**src/rtl/fifo_read_arbiter_if.sv**
```systemverilog
// Read-side FIFO arbiter bus: FIFO read port, consumer requests/grants and output stage.
interface fifo_read_arbiter_if #(
  parameter int unsigned NUM_REQ    = 4,
  parameter int unsigned DATA_WIDTH = 8,
  parameter int unsigned ID_WIDTH   = 2
);
  logic                  empty;
  logic [DATA_WIDTH-1:0] r_data;
  logic                  r_en;
  logic [NUM_REQ-1:0]    req;
  logic [NUM_REQ-1:0]    gnt;
  logic                  m_valid;
  logic [DATA_WIDTH-1:0] m_data;
  logic [ID_WIDTH-1:0]   m_id;
  logic                  m_last;
  logic [NUM_REQ-1:0]    m_ready;
  logic                  busy;

  // Arbiter side.
  modport master (
    input  empty, r_data, req, m_ready,
    output r_en, gnt, m_valid, m_data, m_id, m_last, busy
  );

  // FIFO / consumer side.
  modport slave (
    output empty, r_data, req, m_ready,
    input  r_en, gnt, m_valid, m_data, m_id, m_last, busy
  );
endinterface

```
**src/rtl/fifo_read_arbiter.sv**
```systemverilog
// Round-robin read scheduler for the async FIFO read port, with bounded bursts per grant
// and a one-entry registered output stage (valid/ready).
module fifo_read_arbiter #(
  parameter int unsigned NUM_REQ    = 4,
  parameter int unsigned DATA_WIDTH = 8,
  parameter int unsigned MAX_BURST  = 4,
  parameter int unsigned ID_WIDTH   = 2
) (
  input  logic                r_clk,
  input  logic                r_rst_n,
  fifo_read_arbiter_if.master bus_io
);

  localparam int unsigned CntWidth = $clog2(MAX_BURST + 1);
  localparam logic [CntWidth-1:0] BurstMax  = CntWidth'(MAX_BURST);
  localparam logic [CntWidth-1:0] BurstLast = CntWidth'(MAX_BURST - 1);

  typedef enum logic [1:0] {StIdle, StXfer, StDrain} state_e;

  state_e                state_q, state_d;
  logic [NUM_REQ-1:0]    gnt_q, gnt_d;
  logic [ID_WIDTH-1:0]   g_q, g_d;
  logic [ID_WIDTH-1:0]   ptr_q, ptr_d;
  logic [CntWidth-1:0]   cnt_q, cnt_d;
  logic                  m_valid_q, m_valid_d;
  logic [DATA_WIDTH-1:0] m_data_q, m_data_d;
  logic [ID_WIDTH-1:0]   m_id_q, m_id_d;
  logic                  m_last_q, m_last_d;

  logic [ID_WIDTH-1:0]   pick;
  logic [ID_WIDTH-1:0]   scan_idx;
  logic                  found;
  logic                  accept;
  logic                  pop;

  // Round-robin pick: first requester at or after ptr, wrapping modulo NUM_REQ.
  always_comb begin
    pick     = ptr_q;
    scan_idx = ptr_q;
    found    = 1'b0;
    for (int unsigned i = 0; i < NUM_REQ; i++) begin
      scan_idx = ID_WIDTH'((32'(ptr_q) + i) % NUM_REQ);
      if (!found && bus_io.req[scan_idx]) begin
        pick  = scan_idx;
        found = 1'b1;
      end
    end
  end

  // Pop whenever granted data is available, burst budget remains and the output slot frees up.
  always_comb begin
    accept = m_valid_q & bus_io.m_ready[m_id_q];
    pop    = (state_q == StXfer) & ~bus_io.empty & bus_io.req[g_q] & (cnt_q < BurstMax) &
             (~m_valid_q | bus_io.m_ready[m_id_q]);
  end

  // Next-state logic for FSM, grant, burst counter and output register.
  always_comb begin
    state_d   = state_q;
    gnt_d     = gnt_q;
    g_d       = g_q;
    ptr_d     = ptr_q;
    cnt_d     = cnt_q;
    m_valid_d = m_valid_q;
    m_data_d  = m_data_q;
    m_id_d    = m_id_q;
    m_last_d  = m_last_q;

    // Pop and accept in the same cycle reloads the register without a bubble.
    if (pop) begin
      m_valid_d = 1'b1;
      m_data_d  = bus_io.r_data;
      m_id_d    = g_q;
      m_last_d  = (cnt_q == BurstLast);
      cnt_d     = cnt_q + 1'b1;
    end else if (accept) begin
      m_valid_d = 1'b0;
    end

    unique case (state_q)
      StIdle: begin
        if (found) begin
          gnt_d   = {{(NUM_REQ-1){1'b0}}, 1'b1} << pick;
          g_d     = pick;
          cnt_d   = '0;
          ptr_d   = ID_WIDTH'((32'(pick) + 1) % NUM_REQ);
          state_d = StXfer;
        end
      end
      StXfer: begin
        if (pop && (cnt_q == BurstLast)) begin
          state_d = StDrain;
        end else if (!bus_io.req[g_q]) begin
          state_d = StDrain;
        end
      end
      StDrain: begin
        // Hold the grant until the last word of this grant has left the output register.
        if (!m_valid_q || accept) begin
          gnt_d   = '0;
          state_d = StIdle;
        end
      end
      default: state_d = StIdle;
    endcase
  end

  // State registers, asynchronous active-low reset.
  always_ff @(posedge r_clk or negedge r_rst_n) begin
    if (!r_rst_n) begin
      state_q   <= StIdle;
      gnt_q     <= '0;
      g_q       <= '0;
      ptr_q     <= '0;
      cnt_q     <= '0;
      m_valid_q <= 1'b0;
      m_data_q  <= '0;
      m_id_q    <= '0;
      m_last_q  <= 1'b0;
    end else begin
      state_q   <= state_d;
      gnt_q     <= gnt_d;
      g_q       <= g_d;
      ptr_q     <= ptr_d;
      cnt_q     <= cnt_d;
      m_valid_q <= m_valid_d;
      m_data_q  <= m_data_d;
      m_id_q    <= m_id_d;
      m_last_q  <= m_last_d;
    end
  end

  // Output drive.
  always_comb begin
    bus_io.r_en    = pop;
    bus_io.gnt     = gnt_q;
    bus_io.m_valid = m_valid_q;
    bus_io.m_data  = m_data_q;
    bus_io.m_id    = m_id_q;
    bus_io.m_last  = m_last_q;
    bus_io.busy    = (state_q != StIdle) | m_valid_q;
  end

endmodule
```
**src/flat_wrapper.sv**
```systemverilog
// flat-port wrapper written by rule: the top's interface ports become plain ports
module fifo_read_arbiter_flat 
#(
  parameter int unsigned NUM_REQ    = 4,
  parameter int unsigned DATA_WIDTH = 8,
  parameter int unsigned MAX_BURST  = 4,
  parameter int unsigned ID_WIDTH   = 2
)
  (r_clk, r_rst_n, bus_io_empty, bus_io_r_data, bus_io_req, bus_io_m_ready, bus_io_r_en, bus_io_gnt, bus_io_m_valid, bus_io_m_data, bus_io_m_id, bus_io_m_last, bus_io_busy);
  fifo_read_arbiter_if #(.NUM_REQ(NUM_REQ), .DATA_WIDTH(DATA_WIDTH), .ID_WIDTH(ID_WIDTH)) bus_io_i ();
  input  logic r_clk;
  input  logic r_rst_n;
  input wire logic [$bits(bus_io_i.empty)-1:0] bus_io_empty;
  input wire logic [$bits(bus_io_i.r_data)-1:0] bus_io_r_data;
  input wire logic [$bits(bus_io_i.req)-1:0] bus_io_req;
  input wire logic [$bits(bus_io_i.m_ready)-1:0] bus_io_m_ready;
  output wire logic [$bits(bus_io_i.r_en)-1:0] bus_io_r_en;
  output wire logic [$bits(bus_io_i.gnt)-1:0] bus_io_gnt;
  output wire logic [$bits(bus_io_i.m_valid)-1:0] bus_io_m_valid;
  output wire logic [$bits(bus_io_i.m_data)-1:0] bus_io_m_data;
  output wire logic [$bits(bus_io_i.m_id)-1:0] bus_io_m_id;
  output wire logic [$bits(bus_io_i.m_last)-1:0] bus_io_m_last;
  output wire logic [$bits(bus_io_i.busy)-1:0] bus_io_busy;
  assign bus_io_i.empty = bus_io_empty;
  assign bus_io_i.r_data = bus_io_r_data;
  assign bus_io_i.req = bus_io_req;
  assign bus_io_i.m_ready = bus_io_m_ready;
  assign bus_io_r_en = bus_io_i.r_en;
  assign bus_io_gnt = bus_io_i.gnt;
  assign bus_io_m_valid = bus_io_i.m_valid;
  assign bus_io_m_data = bus_io_i.m_data;
  assign bus_io_m_id = bus_io_i.m_id;
  assign bus_io_m_last = bus_io_i.m_last;
  assign bus_io_busy = bus_io_i.busy;
  fifo_read_arbiter #(.NUM_REQ(NUM_REQ), .DATA_WIDTH(DATA_WIDTH), .MAX_BURST(MAX_BURST), .ID_WIDTH(ID_WIDTH)) u_core (.r_clk(r_clk), .r_rst_n(r_rst_n), .bus_io(bus_io_i));
endmodule
```
**config.mk**
```make
export PLATFORM = sky130hd
export DESIGN_NAME = fifo_read_arbiter_flat
export DESIGN_NICKNAME = d
export VERILOG_FILES = /design/src/rtl/fifo_read_arbiter_if.sv /design/src/rtl/fifo_read_arbiter.sv /design/src/flat_wrapper.sv
export SDC_FILE = /design/constraint.sdc
export NUM_CORES = 1
export LEC_CHECK = 0
export BUFFER_PORTS_ARGS = -buffer_cell sky130_fd_sc_hd__buf_2
export CORE_UTILIZATION = 36
export CTS_BUF_LIST = sky130_fd_sc_hd__clkbuf_16
export DETAILED_ROUTE_END_ITERATION = 8
export MAX_ROUTING_LAYER = met4
export PLACE_DENSITY = 0.65
export SYNTH_ARGS = -nofsm -noshare
export SYNTH_HDL_FRONTEND = slang
export SYNTH_SLANG_ARGS = --single-unit
```
**constraint.sdc**
```tcl
create_clock -name r_clk -period 2.4 [get_ports r_clk]
set_input_delay 0 -clock r_clk [delete_from_list [all_inputs] [get_ports r_clk]]
set_output_delay 0 -clock r_clk [all_outputs]
set_load 0.03 [all_outputs]
```
==> results of run 1 <==
## cell families after synthesis
family          Yosys count  synth area share [%]
compound gates           16                  9.43
simple gates             31                  13.2
fa+ha+maj                 6                  5.96
buf+inv                   9                  3.87
mux                      17                  17.9
flops                    25                  49.7
## layer usage
layer | share of wire [%] | track usage, % | wire (µm) | vias up
li1 | - | - | - | 459
met3 | 3.2 | 3.78 | 86 | 2
met4 | 0.30 | 2.27 | 8 | 0
met2 | 54 | 27.8 | 1440 | 21
met5 | 0 | - | 0 | -
met1 | 42 | 17.7 | 1130 | 472
## synth_stat cells (2+ instances only)
cell type	number
or3_1	3
nor2b_1	4
o21ai_0	4
dfrtp_1	25
a22o_1	4
mux2_2	7
ha_1	6
inv_1	6
nand3b_1	2
nor2_1	5
nand2_1	9
nand2b_1	3
a2bb2oi_1	2
buf_6	2
mux2i_1	3
mux2_4	6
## state kept, by name (all words and copies together), names as in the netlist
signal / count
u_core.bus_io.m_id: 2
u_core.cnt_q: 3
u_core.bus_io.gnt: 4
u_core.bus_io.m_data: 8
u_core.ptr_q: 2
u_core.bus_io.m_valid: 1
u_core.state_q: 2
u_core.bus_io.m_last: 1
u_core.g_q: 2
## power by group through the flow
| stage | Clock, mW | Sequential [mW] | Combinational (mW) |
|---|---|---|---|
| finish | 0.359 | 0.747 | 1.03 |
| global route | 0.383 | 0.772 | 1.11 |
| CTS | 0.371 | 0.747 | 1.03 |
| detailed placement | 0 | 0.752 | 1.01 |
| global placement | 0 | 0.741 | 0.987 |
| floorplan | 0 | 0.958 | 0.545 |
## layout by cell type (no fill, tap or decap), drive strengths merged, types with 2 or more instances in the layout
| cell | instances |
|---|---|
| a22o | 4 |
| a2bb2oi | 2 |
| buf | 37 |
| clkbuf | 3 |
| dfrtp | 25 |
| dlygate4sd3 | 9 |
| ha | 6 |
| inv | 6 |
| mux2 | 13 |
| mux2i | 3 |
| nand2 | 9 |
| nand2b | 3 |
| nand3b | 2 |
| nor2 | 5 |
| nor2b | 4 |
| o21ai | 4 |
| or3 | 3 |
## area by class of cell
class / count / area (µm²)
clock inverters: 1 / 5.00
clock buffers: 3 / 75.1
fillers: 323 / 1690
repair buffers: 46 / 278
multi-input cells: 70 / 586
flip-flops and latches: 25 / 626
well taps: 46 / 57.6
inverters: 6 / 22.5
## worst paths after layout
check,to,slack [ns],depth (start not counted)
worst max-delay path,bus_io_r_en,0.39,6
worst min-delay path,u_core.bus_io.m_valid$_DFFE_PN0P_,0.04,4
worst max register to register,u_core.bus_io.m_last$_DFFE_PN0N_,0.40,5
worst min register to register,u_core.cnt_q[0]$_DFF_PN0_,0.49,1
max in group asynchronous,u_core.g_q[0]$_DFFE_PN0P_,1.77,2
min in group asynchronous,u_core.bus_io.m_data[1]$_DFFE_PN0N_,0.26,2
## worst reg2reg max path, stage by stage (launching register included)
cell and delay, ns:
dfrtp_1 0.38, mux4_1 0.60, nor2b_1 0.17, or3_1 0.13
buf_4 0.24, mux2_2 0.37
## metrics by stage
step / cells / utilization, %
final: 197 / 49.4
after global routing: 197 / 49.4
after CTS: 197 / 49.4
after detailed placement: 184 / 44.3
after global placement: 184 / 44.3
after floorplan: 104 / -
==> flow_summary.ini, run 1 <==
[status]
status = finished, final reports clean

[detailed_routing]
ant_nets = 0
drt_iter0_drc = 19
drt_wl_total_mm = 2.66
drc = 0
via_per_inst = 4.84
wl_per_cell_um = 13.5
firstDrtPassIters = 4
via_count = 954

[power_and_ir_drop]
intPower_mw = 1.26
power.share.clock_pct = 16.8
power_switching_uw = 871
leakage_nw = 0.856
p_sw_share_pct = 40.8
power_mw = 2.13
power-per-cell-area_nw_per_um2 = 1290
combPwrFrac_pct = 48.1
ir_drop_mv = 0.669
seqPwrFrac_pct = 35.1

[yosys]
ys_warn_count = 0
syn-cell-area_um2 = 1260
syn_area_per_cell_um2 = 12.1
synth_area_leaders = dfrtp_1 (50%), mux2_4 (7.1%), mux2_2 (6.3%), ha_1 (6.0%), a22o_1 (2.8%)
synth.top_cell.area_share_pct = 49.7
synth_cell_types = 29
synthesis.nets = 129
async_reset_ff_share_pct = 100
netlist_instances = 104
synth.largest_area_cell = dfrtp_1
synth-seq-cells = 25
synth-edff-count = 0
ys_seq_area_share_pct = 49.7
ys.flop_type = dfrtp_1

[clock_tree]
cts_inserted_buffers = 3
ctsHoldBuffers = 9
cts_setup_buffers = 0
h-tree-depth = 1
clock_latency_ns = 0.25
cts_root_buf = clkbuf_16
cts.sinks = 25
clk_pin_slew_ns = 0.06
cts_tree = yes
ctsResizeCount = 0
cts_buffer_depth = 2

[setup_path]
cp_top_family = multiplexers
r2r-start = u_core.bus_io.m_id[0]$_DFFE_PN0N_
required_ns = 2.40
end_kind = output port
critPathKind = reg -> out
slowest_stage = mux4_1
worstPathCellList = mux4_1 -> nor2b_1 -> or3_1 -> buf_4 -> inv_1 -> buf_2
max_stage_delay_ns = 0.60
startpoint = u_core.bus_io.m_id[0]$_DFFE_PN0N_
worst-path-buf-inv = 3
crit_fanout = 15
critPathLaunchType = flop
arrival_ns = 2.01

[sta]
slew_headroom_pct = 62.9
worst_hold_slack_ns = 0.0354
min_period_ns = 2.01
fin_crit_sh_pct = 83.7
finalHoldViolations = 0
worst_pin_slew_ns = 0.557
finClkSkew_ns = 0.00205
rsz0062_at_grt = false
slew_violations = 0
worst_slack_ns = 0.391
clock.fmax_mhz = 498
tns_ns = 0
finalSetupViolCount = 0

[grt]
grt_pass1_wl_mm = 4.08
antenna_found_initial = 0
grt_overflow = 0
grt_max_degree = 26
track_usage_pct = 15.5
grt_pass1_vias = 965

[finish]
final_area_um2 = 1650
nets = 177
antenna_cells = 0
drive_above_1_share_pct = 37.1
syn_to_final_growth_pct = 30.9

[floorplanning]
coreArea_um2 = 3340
die_area_um2 = 3740
io_pins = 37
die_x_um = 61.2
die_y_um = 61.2
start_util_pct = 37.8
fp-row-count = 21

[placed_design]
post_dp_cell_area_um2 = 1480
routabilityCongestion = 0.826
dpl.hpwl_mm = 1.90
pre_cts_ws_ns = 0.424
port_buffers = 36

[run]
cap_violations = 0

[min_path]
holdCritStartpoint = bus_io_empty
min_path_type = in -> reg
Power figures use the tool's default switching activity.
==> inputs of run 2 (changes only) <==
==> constraint.sdc (replaced) <==
create_clock -name r_clk -period 1.9 [get_ports r_clk]
set_input_delay 0 -clock r_clk [delete_from_list [all_inputs] [get_ports r_clk]]
set_output_delay 0 -clock r_clk [all_outputs]
set_load 0.03 [all_outputs]
==> flow_summary.ini, run 2 (same netlist as run 1, synthesis figures left out) <==
[setup_path]
slowest_stage = dfrtp_2
cp_top_family = flip-flops
arrival_ns = 1.81
crit_fanout = 15
end_kind = output port
critPathKind = reg -> out
worst-path-buf-inv = 3
worstPathCellList = mux4_2 -> nor2b_2 -> or3_4 -> buf_12 -> inv_1 -> buf_2
required_ns = 1.90
max_stage_delay_ns = 0.43
critPathLaunchType = flop

[finish]
finalNonFillerCells = 199
layout_common_cells = buf_2 (36), dfrtp_1 (23), nand2_1 (9), dlygate4sd3_1 (9), mux2_2 (7)
drive_above_1_share_pct = 41.2
final_common_cell = buf_2
largest_reg_flops = 8
antenna_cells = 0
nets = 179
syn_to_final_growth_pct = 33.6

[detailed_routing]
firstDrtPassIters = 4
drt_wl_total_mm = 2.63
via_per_inst = 4.81
via_count = 958
drc = 0
wl_per_cell_um = 13.2
drt_iter0_drc = 29
ant_nets = 0

[grt]
use_met1_pct = 20.1
gr-usage-met3_pct = 3.15
grt_max_degree = 26
track_usage_pct = 15.4
grt_pass1_wl_mm = 4.06
met2_usage_pct = 23.8
antenna_found_initial = 0
grt_pass1_vias = 901
grt.busiest_layer = met2
grt_overflow = 0

[clock_tree]
clk_pin_slew_ns = 0.06
clock_latency_ns = 0.25
cts_inserted_buffers = 3
cts.sinks = 25
h-tree-depth = 1
cts_tree = yes
cts_buffer_depth = 2
cts_root_buf = clkbuf_16

[sta]
rsz0062_at_grt = false
slew_headroom_pct = 63.0
finClkSkew_ns = 0.00285
clock.fmax_mhz = 552
finalHoldViolations = 0
worst_slack_ns = 0.0870
tns_ns = 0
worst_pin_slew_ns = 0.555
finalSetupViolCount = 0
fin_crit_sh_pct = 95.4
min_period_ns = 1.81
slew_violations = 0
worst_hold_slack_ns = 0.0594

[min_path]
min_path_type = in -> reg

[run]
cap_violations = 0

[placed_design]
routabilityCongestion = 0.757
port_buffers = 36
dp_cells = 185
dpl.hpwl_mm = 1.82
pre_cts_ws_ns = 0.0602

[floorplanning]
die_area_um2 = 3740
start_util_pct = 37.8
die_x_um = 61.2
coreArea_um2 = 3340
io_pins = 37
die_y_um = 61.2
fp-row-count = 21

[power_and_ir_drop]
ir_drop_mv = 0.640
leakage_nw = 0.867
power_mw = 2.75
power-per-cell-area_nw_per_um2 = 1640

[status]
status = finished, final reports clean
-- run 2: what timing repair did --
action | 4_1_cts | 5_1_grt
buffers inserted | 0 | 1
endpoints found under the setup margin | 0 | 6
hold endpoints to repair | 33 | 0
gates resized for setup | 0 | 3
hold buffers | 9 | 0
-- run 2: per-stage QoR --
stage | instance area (µm²) | utilization, %
2_1_floorplan | 1260 | -
3_3_place_gp | 1500 | 44.8
3_5_place_dp | 1500 | 44.8
4_1_cts | 1670 | 49.9
5_1_grt | 1680 | 50.4
6_report | 1680 | 50.4
-- run 2: layout make-up --
| cell class | instances | area (µm²) |
|---|---|---|
| clock buffers | 3 | 75.1 |
| clock inverters | 1 | 5.00 |
| fillers | 309 | 1650 |
| inverters | 6 | 22.5 |
| multi-input cells | 70 | 589 |
| flip-flops and latches | 25 | 628 |
| well taps | 46 | 57.6 |
| repair buffers | 48 | 305 |
-- run 2: path summary, 6_finish.rpt --
path                                                   startpoint                                  end  slack [ns]  cells after the start
max in group asynchronous                                 r_rst_n    u_core.bus_io.m_id[0]$_DFFE_PN0N_        1.24                      2
worst max-delay path            u_core.bus_io.m_id[0]$_DFFE_PN0N_                          bus_io_r_en        0.09                      6
worst min register to register   u_core.bus_io.gnt[1]$_DFFE_PN0P_     u_core.bus_io.gnt[1]$_DFFE_PN0P_        0.50                      1
min in group asynchronous                                 r_rst_n  u_core.bus_io.m_data[1]$_DFFE_PN0N_        0.26                      2
worst max register to register  u_core.bus_io.m_id[0]$_DFFE_PN0N_  u_core.bus_io.m_data[2]$_DFFE_PN0N_        0.11                      5
worst min-delay path                                 bus_io_empty    u_core.bus_io.m_valid$_DFFE_PN0P_        0.06                      4
-- run 2: worst register-to-register path, stage by stage, from the launching register on --
cell	delay, ns
dfrtp_2	0.39
mux4_2	0.52
nor2b_2	0.14
or3_4	0.14
buf_12	0.15
mux2_2	0.35
-- run 2: report_power, final --
part / switching [mW] / internal, mW / leakage [nW]
combinational: 0.763 / 0.590 / 0.514
sequential: 0.171 / 0.765 / 0.312
clock: 0.179 / 0.283 / 0.0409
total: 1.11 / 1.64 / 0.867
-- run 2: routing by layer --
layer | up-vias | part of all wire [%] | wire length (µm)
met1 | 467 | 47 | 1230
met2 | 22 | 48 | 1270
met4 | 0 | 1.2 | 31
met5 | - | 0 | 0
li1 | 465 | - | -
met3 | 4 | 3.8 | 100
